**src/rtl/spi_frame_master.sv**
```systemverilog
// SPI mode-0 master: streams a FRAME_BYTES-byte lamp frame MSB-first, pulling bytes over valid/ready.
// Optional trailing two's-complement checksum byte when SPI_FRAME_MASTER_CHECKSUM_EN is defined.
module spi_frame_master #(
  parameter int CLK_DIV     = 4,
  parameter int FRAME_BYTES = 7
) (
  input  logic       clk,
  input  logic       reset,
  input  logic       start,
  input  logic [7:0] tx_data,
  input  logic       tx_valid,
  output logic       tx_ready,
  output logic       sck,
  output logic       mosi,
  output logic       cs,
  output logic       busy,
  output logic       done
);

  localparam logic [7:0] DIV_RELOAD = 8'(CLK_DIV - 1);
  localparam logic [3:0] LAST_BYTE  = 4'(FRAME_BYTES - 1);

  typedef enum logic [2:0] {IDLE, FETCH, LEAD, SHIFT, TRAIL} state_t;
  state_t state, state_nxt;

  logic [7:0] div_cnt;
  logic [7:0] shreg;
  logic [2:0] bit_cnt;
  logic [3:0] byte_cnt;
  logic       sck_hi;
  logic       done_q;
  logic       div_zero;
  logic       byte_end;
  logic       last_byte;
  logic       chk_load;
  logic [7:0] chk_byte;

  assign div_zero  = (div_cnt == 8'd0);
  assign byte_end  = (state == SHIFT) && !sck_hi && div_zero && (bit_cnt == 3'd7);
  assign last_byte = (byte_cnt == LAST_BYTE);

`ifdef SPI_FRAME_MASTER_CHECKSUM_EN
  logic [7:0] sum;
  logic       chk_active;

  assign chk_load = byte_end && last_byte && !chk_active;
  assign chk_byte = ~sum + 8'd1;

  always_ff @(posedge clk) begin
    if (reset) begin
      sum        <= 8'd0;
      chk_active <= 1'b0;
    end else if (state == IDLE && start) begin
      sum        <= 8'd0;
      chk_active <= 1'b0;
    end else begin
      if (state == FETCH && tx_valid) sum <= sum + tx_data;
      if (chk_load) chk_active <= 1'b1;
    end
  end
`else
  assign chk_load = 1'b0;
  assign chk_byte = 8'd0;
`endif

  always_ff @(posedge clk) begin
    if (reset) state <= IDLE;
    else       state <= state_nxt;
  end

  always_comb begin
    state_nxt = state;
    case (state)
      IDLE:  if (start) state_nxt = FETCH;
      FETCH: if (tx_valid) state_nxt = (byte_cnt == 4'd0) ? LEAD : SHIFT;
      LEAD:  if (div_zero) state_nxt = SHIFT;
      SHIFT: begin
        if (byte_end) begin
          if (!last_byte)    state_nxt = FETCH;
          else if (chk_load) state_nxt = SHIFT;
          else               state_nxt = TRAIL;
        end
      end
      TRAIL: if (div_zero) state_nxt = IDLE;
      default: state_nxt = IDLE;
    endcase
  end

  // cs stays high through the very first FETCH so LEAD provides the full setup time.
  always_comb begin
    tx_ready = (state == FETCH);
    busy     = (state != IDLE);
    sck      = (state == SHIFT) && sck_hi;
    cs       = !((state == LEAD) || (state == SHIFT) || (state == TRAIL) ||
                 ((state == FETCH) && (byte_cnt != 4'd0)));
  end

  assign mosi = shreg[7];
  assign done = done_q;

  always_ff @(posedge clk) begin
    if (reset) begin
      div_cnt  <= 8'd0;
      shreg    <= 8'd0;
      bit_cnt  <= 3'd0;
      byte_cnt <= 4'd0;
      sck_hi   <= 1'b0;
      done_q   <= 1'b0;
    end else begin
      done_q <= (state == TRAIL) && div_zero;
      case (state)
        IDLE: if (start) byte_cnt <= 4'd0;
        FETCH: begin
          if (tx_valid) begin
            shreg   <= tx_data;
            div_cnt <= DIV_RELOAD;
            bit_cnt <= 3'd0;
            sck_hi  <= 1'b1;
          end
        end
        LEAD: div_cnt <= div_zero ? DIV_RELOAD : div_cnt - 8'd1;
        SHIFT: begin
          if (!div_zero) begin
            div_cnt <= div_cnt - 8'd1;
          end else begin
            div_cnt <= DIV_RELOAD;
            if (sck_hi) begin
              // Falling edge: advance mosi, except after bit0 so it holds through a stall.
              sck_hi <= 1'b0;
              if (bit_cnt != 3'd7) shreg <= {shreg[6:0], 1'b0};
            end else if (bit_cnt != 3'd7) begin
              bit_cnt <= bit_cnt + 3'd1;
              sck_hi  <= 1'b1;
            end else if (!last_byte) begin
              byte_cnt <= byte_cnt + 4'd1;
            end else if (chk_load) begin
              shreg   <= chk_byte;
              bit_cnt <= 3'd0;
              sck_hi  <= 1'b1;
            end
          end
        end
        TRAIL: if (!div_zero) div_cnt <= div_cnt - 8'd1;
        default: ;
      endcase
    end
  end

endmodule

```
**config.mk**
```make
export PLATFORM = sky130hd
export DESIGN_NAME = spi_frame_master
export DESIGN_NICKNAME = d
export VERILOG_FILES = /design/src/rtl/spi_frame_master.sv
export SDC_FILE = /design/constraint.sdc
export NUM_CORES = 1
export LEC_CHECK = 0
export CORE_MARGIN = 1.5
export CORE_UTILIZATION = 53
export CTS_BUF_LIST = sky130_fd_sc_hd__clkbuf_8
export DETAILED_ROUTE_END_ITERATION = 12
export GPL_TIMING_DRIVEN = 1
export MAX_ROUTING_LAYER = met4
export PLACE_DENSITY = 0.78
export SKIP_LAST_GASP = 1
export SYNTH_ARGS = -nofsm -noshare
export SYNTH_HDL_FRONTEND = slang
export SYNTH_SLANG_ARGS = --single-unit
```
**constraint.sdc**
```tcl
create_clock -name clk -period 1.8 [get_ports clk]
set_input_delay 0.18 -clock clk [delete_from_list [all_inputs] [get_ports clk]]
set_output_delay 0.18 -clock clk [all_outputs]
set_load 0.01 [all_outputs]
```
# --- After elaboration in Yosys (flattened, before gate mapping) ---
# Cells that the tools add are included.
# Widths: inputs -> output; s select.
totals:
  reg_bits: 28
  inputBits: 12
  output_inout_bits: 6
  wordCells: 88
op_classes:
  add_sub_neg: 3
  eq_ne: 19
  mux: 33
  reduce_logical: 26
ops:
  columns: ["operator", "count"]
  rows:
  - ["$mux 8", 7]
  - ["$mux 3", 10]
  - ["$pmux 8 s3", 1]
  - ["$ne 2x2->1 const B", 11]
  - ["$mux 4", 5]
  - ["$pmux 8 s2", 1]
  - ["$pmux 3 s5", 1]
  - ["$reduce_and 5->1", 3]
  - ["$logic_not 8->1", 1]
  - ["$pmux 4 s2", 1]
  - ["$sub 8x1->8 const B", 1]
  - ["$eq 3x2->1 const B", 2]
  - ["$eq 3x3->1 const B", 2]
  - ["$logic_and 1x1->1", 6]
  - ["$pmux 3 s2", 1]
  - ["$reduce_and 3->1", 2]
  - ["$reduce_and 6->1", 1]
  - ["$reduce_bool 3->1", 2]
  - ["$mux 1", 5]
  - ["$add 4x1->4 const B", 1]
  - ["$eq 4x3->1 const B", 1]
  - ["$logic_not 4->1", 1]
  - ["$reduce_bool 2->1", 2]
  - ["$reduce_bool 4->1", 1]
  - ["other kinds (9)", 12]

# --- Longest topological paths before layout ---
# Gate-level depths: netlist (run 1).
depth:
  word_depth: 6
  ltp_mapped: 7
  depth_no_buf: 6

# --- Least setup slack after synthesis (run 1) ---
# OpenSTA, ideal clock, no wires.
synth_timing:
  path_type: "flip-flop to flip-flop"
  from: "register div_cnt[0]"
  to: "register div_cnt[5]"
  setup_ns: 0.072
  arrival_time_ns: 1.874
  slack_ns: -0.146
  stages_incl_launch_ff: 7
  path_cell_list: "dfxtp_1 -> inv_1 -> ha_1 -> nor3b_1 -> a311oi_1 -> or2b_2 -> mux2i_1"
synth_via:
  elab_chain_len: 3
  word_cells_on_any_way: 7
  classes_between: "add/sub: 1; eq/ne: 1; mux: 3; reduce/logical: 2"
synth_rtl:
  columns: ["element", "line_no", "text"]
  rows:
  - ["from (decl)", "26", "logic [7:0] div_cnt;"]
  - ["from (signal assigned)", "121", "LEAD: div_cnt <= div_zero ? DIV_RELOAD : div_cnt - 8'd1;"]
  - ["from (signal assigned)", "124", "div_cnt <= div_cnt - 8'd1;"]
  - ["from (signal assigned)", "143", "TRAIL: if (!div_zero) div_cnt <= div_cnt - 8'd1;"]
  - ["$sub 8x1->8 / $logic_not 8->1 (equally long branches)", null, null]
  - ["$mux 8, or another cell as far along", "143", null]
  - ["$pmux 8 s3 / $reduce_and 3->1 (equally long branches)", null, null]
# Several ways; a longest one is shown, not always the timed one. The select of a mux whose other input is x is not followed.
# A chain may end at the register's enable or synchronous reset.

# --- Final worst setup path (run 1) ---
layout_timing:
  from: "register div_cnt[4]"
  to: "register bit_cnt[0]"
layout_via:
  elab_chain_len: 3
layout_rtl:
  columns: ["element", "line_no", "text"]
  rows:
  - ["$logic_not 8->1", "38", "assign div_zero = (div_cnt == 8'd0);"]
  - ["$ne 2x2->1 (no source line)", null, null]
  - ["$reduce_and 5->1 (no source line)", null, null]
  - ["to (signal assigned)", "132", "bit_cnt <= bit_cnt + 3'd1;"]
  - ["to (decl)", "28", "logic [2:0] bit_cnt;"]
# No other way between the ends.

==> key figures, run 1 <==
Floorplanning
  – DIE AREA: 3629 sq um
  – Std-Cell Rows: 20
  – Ports: 18
  – Chip Width: 60.24 um
  – Initial Util: 0.5642
  – Die Y: 60.24 um
  – Core ar.: 3078 sq um

Yosys
  – Ys async rst share: 0
  – Ys flop type: dfxtp_1
  – Distinct cells, synth: 51
  – Yosys top cell area share: 0.3228
  – Post-synth EDFFs: 0
  – Mean Syn Cell Area: 8.861 sq um
  – Area contributors post-synth: dfxtp_1 32%, mux2i_1 7.5%, a21oi_1 5.2%
  – YS warnings: 0
  – Mapped Nets: 214
  – Seq/Total Area, Yosys: 0.3228
  – Yosys top cell by area: dfxtp_1
  – Seq cells post-synth: 28
  – Synth Cell Area: 1737 sq um
  – Cells after Synth: 196

Route
  – Post-DR wirelength/cell: 15.44 um
  – Pre-antenna DRT Iters: 6
  – Initial drt markers: 110
  – Via/cell ratio: 6.000
  – Via count of the routed design: 1704
  – DRC viols: 0
  – Total Wirelength: 4385 um
  – Routed Antenna Nets: 0

Global routing
  – First-pass GRT wire length: 7162 um
  – Total track usage: 0.2671
  – Via count of the first global-routing pass: 1677
  – Remaining global-route overflow: 0
  – Initial antenna violation count: 0
  – Largest net degree at the start of global routing: 17

Pwr
  – Internal power: 1.527 mW
  – Peak VDD IR: 0.0006836 V
  – PD cells: 1003 nW/um^2
  – Switching Fraction: 0.3494
  – Combinational Power Share: 0.451
  – Static Leak: 0.9788 nW
  – P_sw: 820.0 uW
  – Register share of total power: 0.338
  – Clock network power share: 0.211

Clock network
  – CTS tree: built
  – Maximum clock path buffer count: 2
  – Worst-Skew Late Latency: 0.27 ns
  – # clock sinks: 28
  – Cts bufs inserted: 3
  – Clock Pin Slew Worst Setup and Hold Paths: 0.09 ns
  – Clk root buf: clkbuf_8
  – H-tree depth: 1

Timing
  – Number of hold violations in the final report: 0
  – Unrepaired setup endpoints after global routing: true
  – Slew headroom: 0.6632
  – Final setup viols: 11
  – Final min period: 1.861 ns
  – Worst hold slack: 0.4826 ns
  – Worst setup margin: -0.06127 ns
  – Slew @ Worst Pin: 0.4984 ns
  – Part of the cycle the worst path needs: 1.034
  – Slew Limit Fails: 0
  – F_max: 537.3 MHz
  – Clock Skews: 0.003846 ns

Placement
  – RD Place Congestion: 0.9082
  – IO Port Bufs: 17
  – Place WS: -0.1642 ns
  – Detail Placement HPWL: 3187 um

Finish
  – ANT cells: 0
  – Most frequent cells in the layout: 28 x buf_4, 20 x dfxtp_1, 14 x a21oi_1, 14 x nand2_1
  – Final core occ: 0.7602
  – Multi-input gate area: 1140 sq um
  – FILL cells: 217
  – FF+latch area: 575.6 sq um
  – Commonest non-fill, non-tap cell in the layout: buf_4
  – Share of cells above drive strength 1: 0.3167
  – # nets final: 259
  – Synth-to-Final Area Change: 34.73%

Worst hold path
  – Worst Hold Depth: 2
  – Worst hold-check path type: register to register

Setup path
  – CP endpoint kind: register
  – Startpoint Class: register
  – Required @ worst endpoint: 1.97 ns
  – Reg2reg path depth: 4
  – CP Class: register to register
  – Critical Path AT: 2.03 ns
  – Crit Path Max Fanout: 3

Run
  – Max_cap viols: 0

Outcome
  – Status: finished, violations left
  – Violated checks: setup timing
power groups by stage:
stage | registers, mW | logic [mW] | clock network (mW)
global placement | 0.784 | 0.962 | 0
floorplan | 0.788 | 0.652 | 0
finish | 0.793 | 1.06 | 0.495
detailed placement | 0.790 | 0.998 | 0
CTS | 0.789 | 1.03 | 0.505
global route | 0.802 | 1.15 | 0.530
metrics by stage:
step	power, mW	instances	setup TNS [ns]	area, sq um
5_1_grt	2.480	284	-0.8655	2340
6_report	2.347	284	-0.2617	2340
3_5_place_dp	1.788	278	-0.3769	2178
3_3_place_gp	1.746	278	-0.1403	2178
4_1_cts	2.322	285	-0.1812	2326
2_1_floorplan	1.439	196	-0.03211	1775
final cells by class:
class,instances,share of cell area
inverter,7,0.01123
multi-input combinational,149,0.4872
timing repair buffer,52,0.2016
clock buffer,3,0.01765
tap,44,0.02353
sequential,28,0.2460
clock inverter,1,0.01283
path summary, 6_finish.rpt:
| check | from | slack, ns | end |
|---|---|---|---|
| max | div_cnt[4] | -0.06 | bit_cnt[0] |
| min | bit_cnt[1] | 0.48 | bit_cnt[1] |
| max reg2reg | div_cnt[4] | -0.06 | bit_cnt[0] |
| min reg2reg | bit_cnt[1] | 0.48 | bit_cnt[1] |
sequential cells by signal (all words and copies together) (netlist names):
| signal | flops |
|---|---|
| bit_cnt | 3 |
| byte_cnt | 4 |
| div_cnt | 8 |
| done | 1 |
| sck_hi | 1 |
| shreg | 8 |
| state | 3 |
cells in the mapped netlist (3+ instances only):
cell type and count:
dfxtp_1 28, a21oi_1 18, nand2_1 15, mux2i_1 13
nand3_1 9, a311oi_1 8, nor2_1 8, clkbuf_1 6
ha_1 6, inv_1 6, o21ai_0 6, nor3b_1 5
a211oi_1 4, buf_6 4, nand4_1 4, nor3_1 4
or3_1 4, nand2b_1 3, nand3b_1 3, o211ai_1 3
or3b_2 3
cells by family (layout without fill, tap and decap cells):
family,Yosys count,in the layout,synth area share
AOI/OAI and AO/OA,57,57,0.2370
adders and majority gates,6,6,0.04323
muxes,15,15,0.08789
buffers and inverters,19,63,0.06988
DFF,28,28,0.3228
and+or+nand+nor,71,71,0.2392
per-layer routing:
layer / part of all wire / vias up / global-route usage
li1: - / 832 / -
met1: 0.40 / 794 / 0.3021
met2: 0.52 / 61 / 0.4705
met3: 0.054 / 17 / 0.05195
met4: 0.025 / 0 / 0.08254
met5: 0 / - / -
critical path: stages, from the launching register on:
cell and delay [ns]:
dfxtp_2 0.33, or4_4 0.57, o311ai_4 0.41, nand2_2 0.14, mux2_4 0.31
timing repair:
action	4_1_cts	5_1_grt
setup endpoints to repair	14	24
buffers inserted	2	0
hold buffers	0	0
pin swaps	9	2
gates cloned	1	0
resized for setup	20	14
endpoints found under the hold margin	0	0
Note: power is estimated with default switching activity, not from simulation.
==> inputs of run 2 (changes only) <==
==> constraint.sdc (replaced) <==
create_clock -name clk -period 1.8 [get_ports clk]
set_input_delay 0.18 -clock clk [delete_from_list [all_inputs] [get_ports clk]]
set_output_delay 0.18 -clock clk [all_outputs]
set_load 0.005 [all_outputs]
==> run 2 against run 1 <==
Net effect: the run still ends with setup timing left; cell count grew 0.70%; fmax decreased by 0.40%; die area is the same; register-to-register slack is essentially flat; core utilization shrank 0.33 points; final area down 0.43%; sequential power barely moved; worst setup slack worse by 0.0075 ns; clock skew up 0.0027 ns; first-iteration DRC count up 59%; worst hold slack got worse by 0.0028 ns; sequential share of layout area up 0.11 points; critical endpoint unchanged; highest routed layer unchanged.
==> key figures, run 2 (synthesis results as in run 1) <==
Timing
  – Slew Limit Fails: 0 (unchanged)
  – Worst setup margin: -0.06876 ns (-0.007493 ns)
  – Part of the cycle the worst path needs: 1.038 (+0.004163)
  – Clock Skews: 0.006564 ns (+0.002718 ns)
  – Slew headroom: 0.7250 (+0.06176)
  – F_max: 535.1 MHz (-0.40%)
  – Slew @ Worst Pin: 0.4121 ns (-0.08629 ns)
  – Final setup viols: 6 (-5)
  – Unrepaired setup endpoints after global routing: true
  – Final min period: 1.869 ns (+0.007493 ns)
  – Number of hold violations in the final report: 0 (unchanged)

Global routing
  – First-pass GRT wire length: 7362 um (+2.8%)
  – Met3 usage: 0.03030 (-0.02165)
  – Initial antenna violation count: 0 (unchanged)
  – Largest net degree at the start of global routing: 17 (unchanged)
  – Total track usage: 0.2759 (+0.008799)
  – Met1 GRT Util: 0.3259 (+0.02378)
  – GR peak layer: met2
  – GR Util met2: 0.4596 (-0.01087)
  – Via count of the first global-routing pass: 1681 (+0.24%)
  – Remaining global-route overflow: 0 (unchanged)

Setup path
  – CP delay by family, top: simple AND/OR/NAND/NOR gates
  – Required @ worst endpoint: 1.98 ns (about the same)
  – Buf/Inv on CP: 1 (+1)
  – Critical Path AT: 2.05 ns (+0.02 ns)
  – CP endpoint kind: register
  – Crit Path Max Fanout: 3 (unchanged)
  – Worst path cell trace: or4_4, o311ai_4, buf_4, nand2_2, mux2_4
  – Slowest CP cell: or4_4
  – Reg2reg path depth: 5 (+1)
  – Startpoint Class: register
  – R2R setup slack: -0.07 ns (about the same)
  – CP Class: register to register
  – Critical path depth in cells: 5 (+1)
  – CP peak stage delay: 0.56 ns (about the same)

Placement
  – Place WS: -0.1364 ns (+0.02788 ns)
  – RD Place Congestion: 0.9029 (-0.58%)
  – Placed insts: 278 (unchanged)
  – IO Port Bufs: 17 (unchanged)
  – Detail Placement HPWL: 3121 um (-2.1%)

Finish
  – Most frequent cells in the layout: 35 x buf_4, 20 x dfxtp_1, 16 x a21oi_1
  – FILL cells: 227 (+4.6%)
  – Commonest non-fill, non-tap cell in the layout: buf_4
  – ANT cells: 0 (unchanged)
  – # nets final: 261 (+0.77%)
  – Largest registers: div_cnt x8, shreg x8, byte_cnt x4
  – Non-Filler Instances: 286 (+0.70%)
  – Share of cells above drive strength 1: 0.3223 (+0.005647)
  – Synth-to-Final Area Change: 34.15%

Clock network
  – Clock Pin Slew Worst Setup and Hold Paths: 0.10 ns (about the same)
  – Worst-Skew Late Latency: 0.28 ns (about the same)
  – Cts bufs inserted: 3 (unchanged)
  – # clock sinks: 28 (unchanged)
  – CTS tree: built
  – CTS Hold Bufs: 0 (unchanged)
  – Clk root buf: clkbuf_8
  – Maximum clock path buffer count: 2 (unchanged)
  – H-tree depth: 1 (unchanged)

Floorplanning
  – Chip Width: 60.24 um (unchanged)
  – DIE AREA: 3629 sq um (unchanged)
  – Initial Util: 0.5642 (unchanged)
  – Std-Cell Rows: 20 (unchanged)
  – Core ar.: 3078 sq um (unchanged)
  – Die Y: 60.24 um (unchanged)
  – Ports: 18 (unchanged)

Route
  – Via/cell ratio: 6.007 (+0.12%)
  – Total Wirelength: 4377 um (-0.18%)
  – Initial drt markers: 175 (+59%)
  – DRC viols: 0 (unchanged)
  – Routed Antenna Nets: 0 (unchanged)
  – Via count of the routed design: 1718 (+0.82%)
  – Pre-antenna DRT Iters: 4 (-2)
  – Post-DR wirelength/cell: 15.30 um (-0.88%)

Worst hold path
  – Worst Hold Depth: 2 (unchanged)
  – Worst hold-check path type: register to register

Outcome
  – Violated checks: setup timing
  – Status: finished, violations left

Pwr
  – Total design power: 2.297 mW (-2.1%)
  – Peak VDD IR: 0.0006192 V (-9.4%)
  – PD cells: 986.0 nW/um^2 (-1.7%)
  – Static Leak: 0.9993 nW (+2.1%)

Run
  – Max_cap viols: 0 (unchanged)
run 2: cell count changes in the layout (fill, tap and decap cells not counted), sizes merged:
cell	before	now
buf	36	38
dlygate4sd2	2	0
dlymetal6s2s	1	3
run 2: routing by layer:
layer | up-vias | routed length [um]
li1 | 837 | -
met1 | 811 | 1864
met2 | 59 | 2243
met3 | 11 | 179
met4 | 0 | 89
met5 | - | 0
run 2: final cells by class:
| class | count | area [sq um] | area share |
|---|---|---|---|
| Inverter | 7 | 26.28 | 0.01128 |
| Clock buffer | 3 | 41.29 | 0.01772 |
| Sequential cell | 28 | 575.6 | 0.2470 |
| Multi-Input combinational cell | 149 | 1135 | 0.4871 |
| Clock inverter | 1 | 30.03 | 0.01289 |
| Timing Repair Buffer | 54 | 466.7 | 0.2003 |
| Tap cell | 44 | 55.05 | 0.02363 |
run 2: stage by stage:
stage	util	hold slack (ns)	cell area (sq um)	setup TNS [ns]
finish	0.7569	0.4798	2330	-0.1746
global route	0.7569	0.5204	2330	-1.234
CTS	0.7423	0.4802	2285	-0.1804
detailed placement	0.7037	0.4628	2166	-0.4777
global placement	0.7037	0.4510	2166	-0.1040
floorplan	-	0.3315	1775	-0.03211
run 2: power breakdown:
| part | leakage (nW) | total, mW | internal, mW | switching [mW] |
|---|---|---|---|---|
| combinational | 0.732 | 0.994 | 0.486 | 0.508 |
| clock | 0.0357 | 0.511 | 0.298 | 0.212 |
| sequential | 0.232 | 0.793 | 0.707 | 0.0851 |
run 2: repair_timing:
item | CTS | global route
buffers inserted | 3 | 1
resized for setup | 16 | 13
pin swaps | 4 | 4
endpoints found under the setup margin | 15 | 24
run 2: final timing paths:
kind | startpoint | to
min | bit_cnt[2] | bit_cnt[2]
max | div_cnt[5] | bit_cnt[0]
max reg2reg | div_cnt[5] | bit_cnt[0]
min reg2reg | bit_cnt[2] | bit_cnt[2]
run 2: worst min-delay path: stages (launching register included):
cell,delay (ns)
dfxtp_1,0.33
nand2_1,0.05
mux2i_1,0.06
==> inputs of run 3 (changes only) <==
- HOLD_SLACK_MARGIN: default -> 0.15
==> results of run 3 <==
Same layout as run 2: the final DEF is identical, and so are final timing and power.
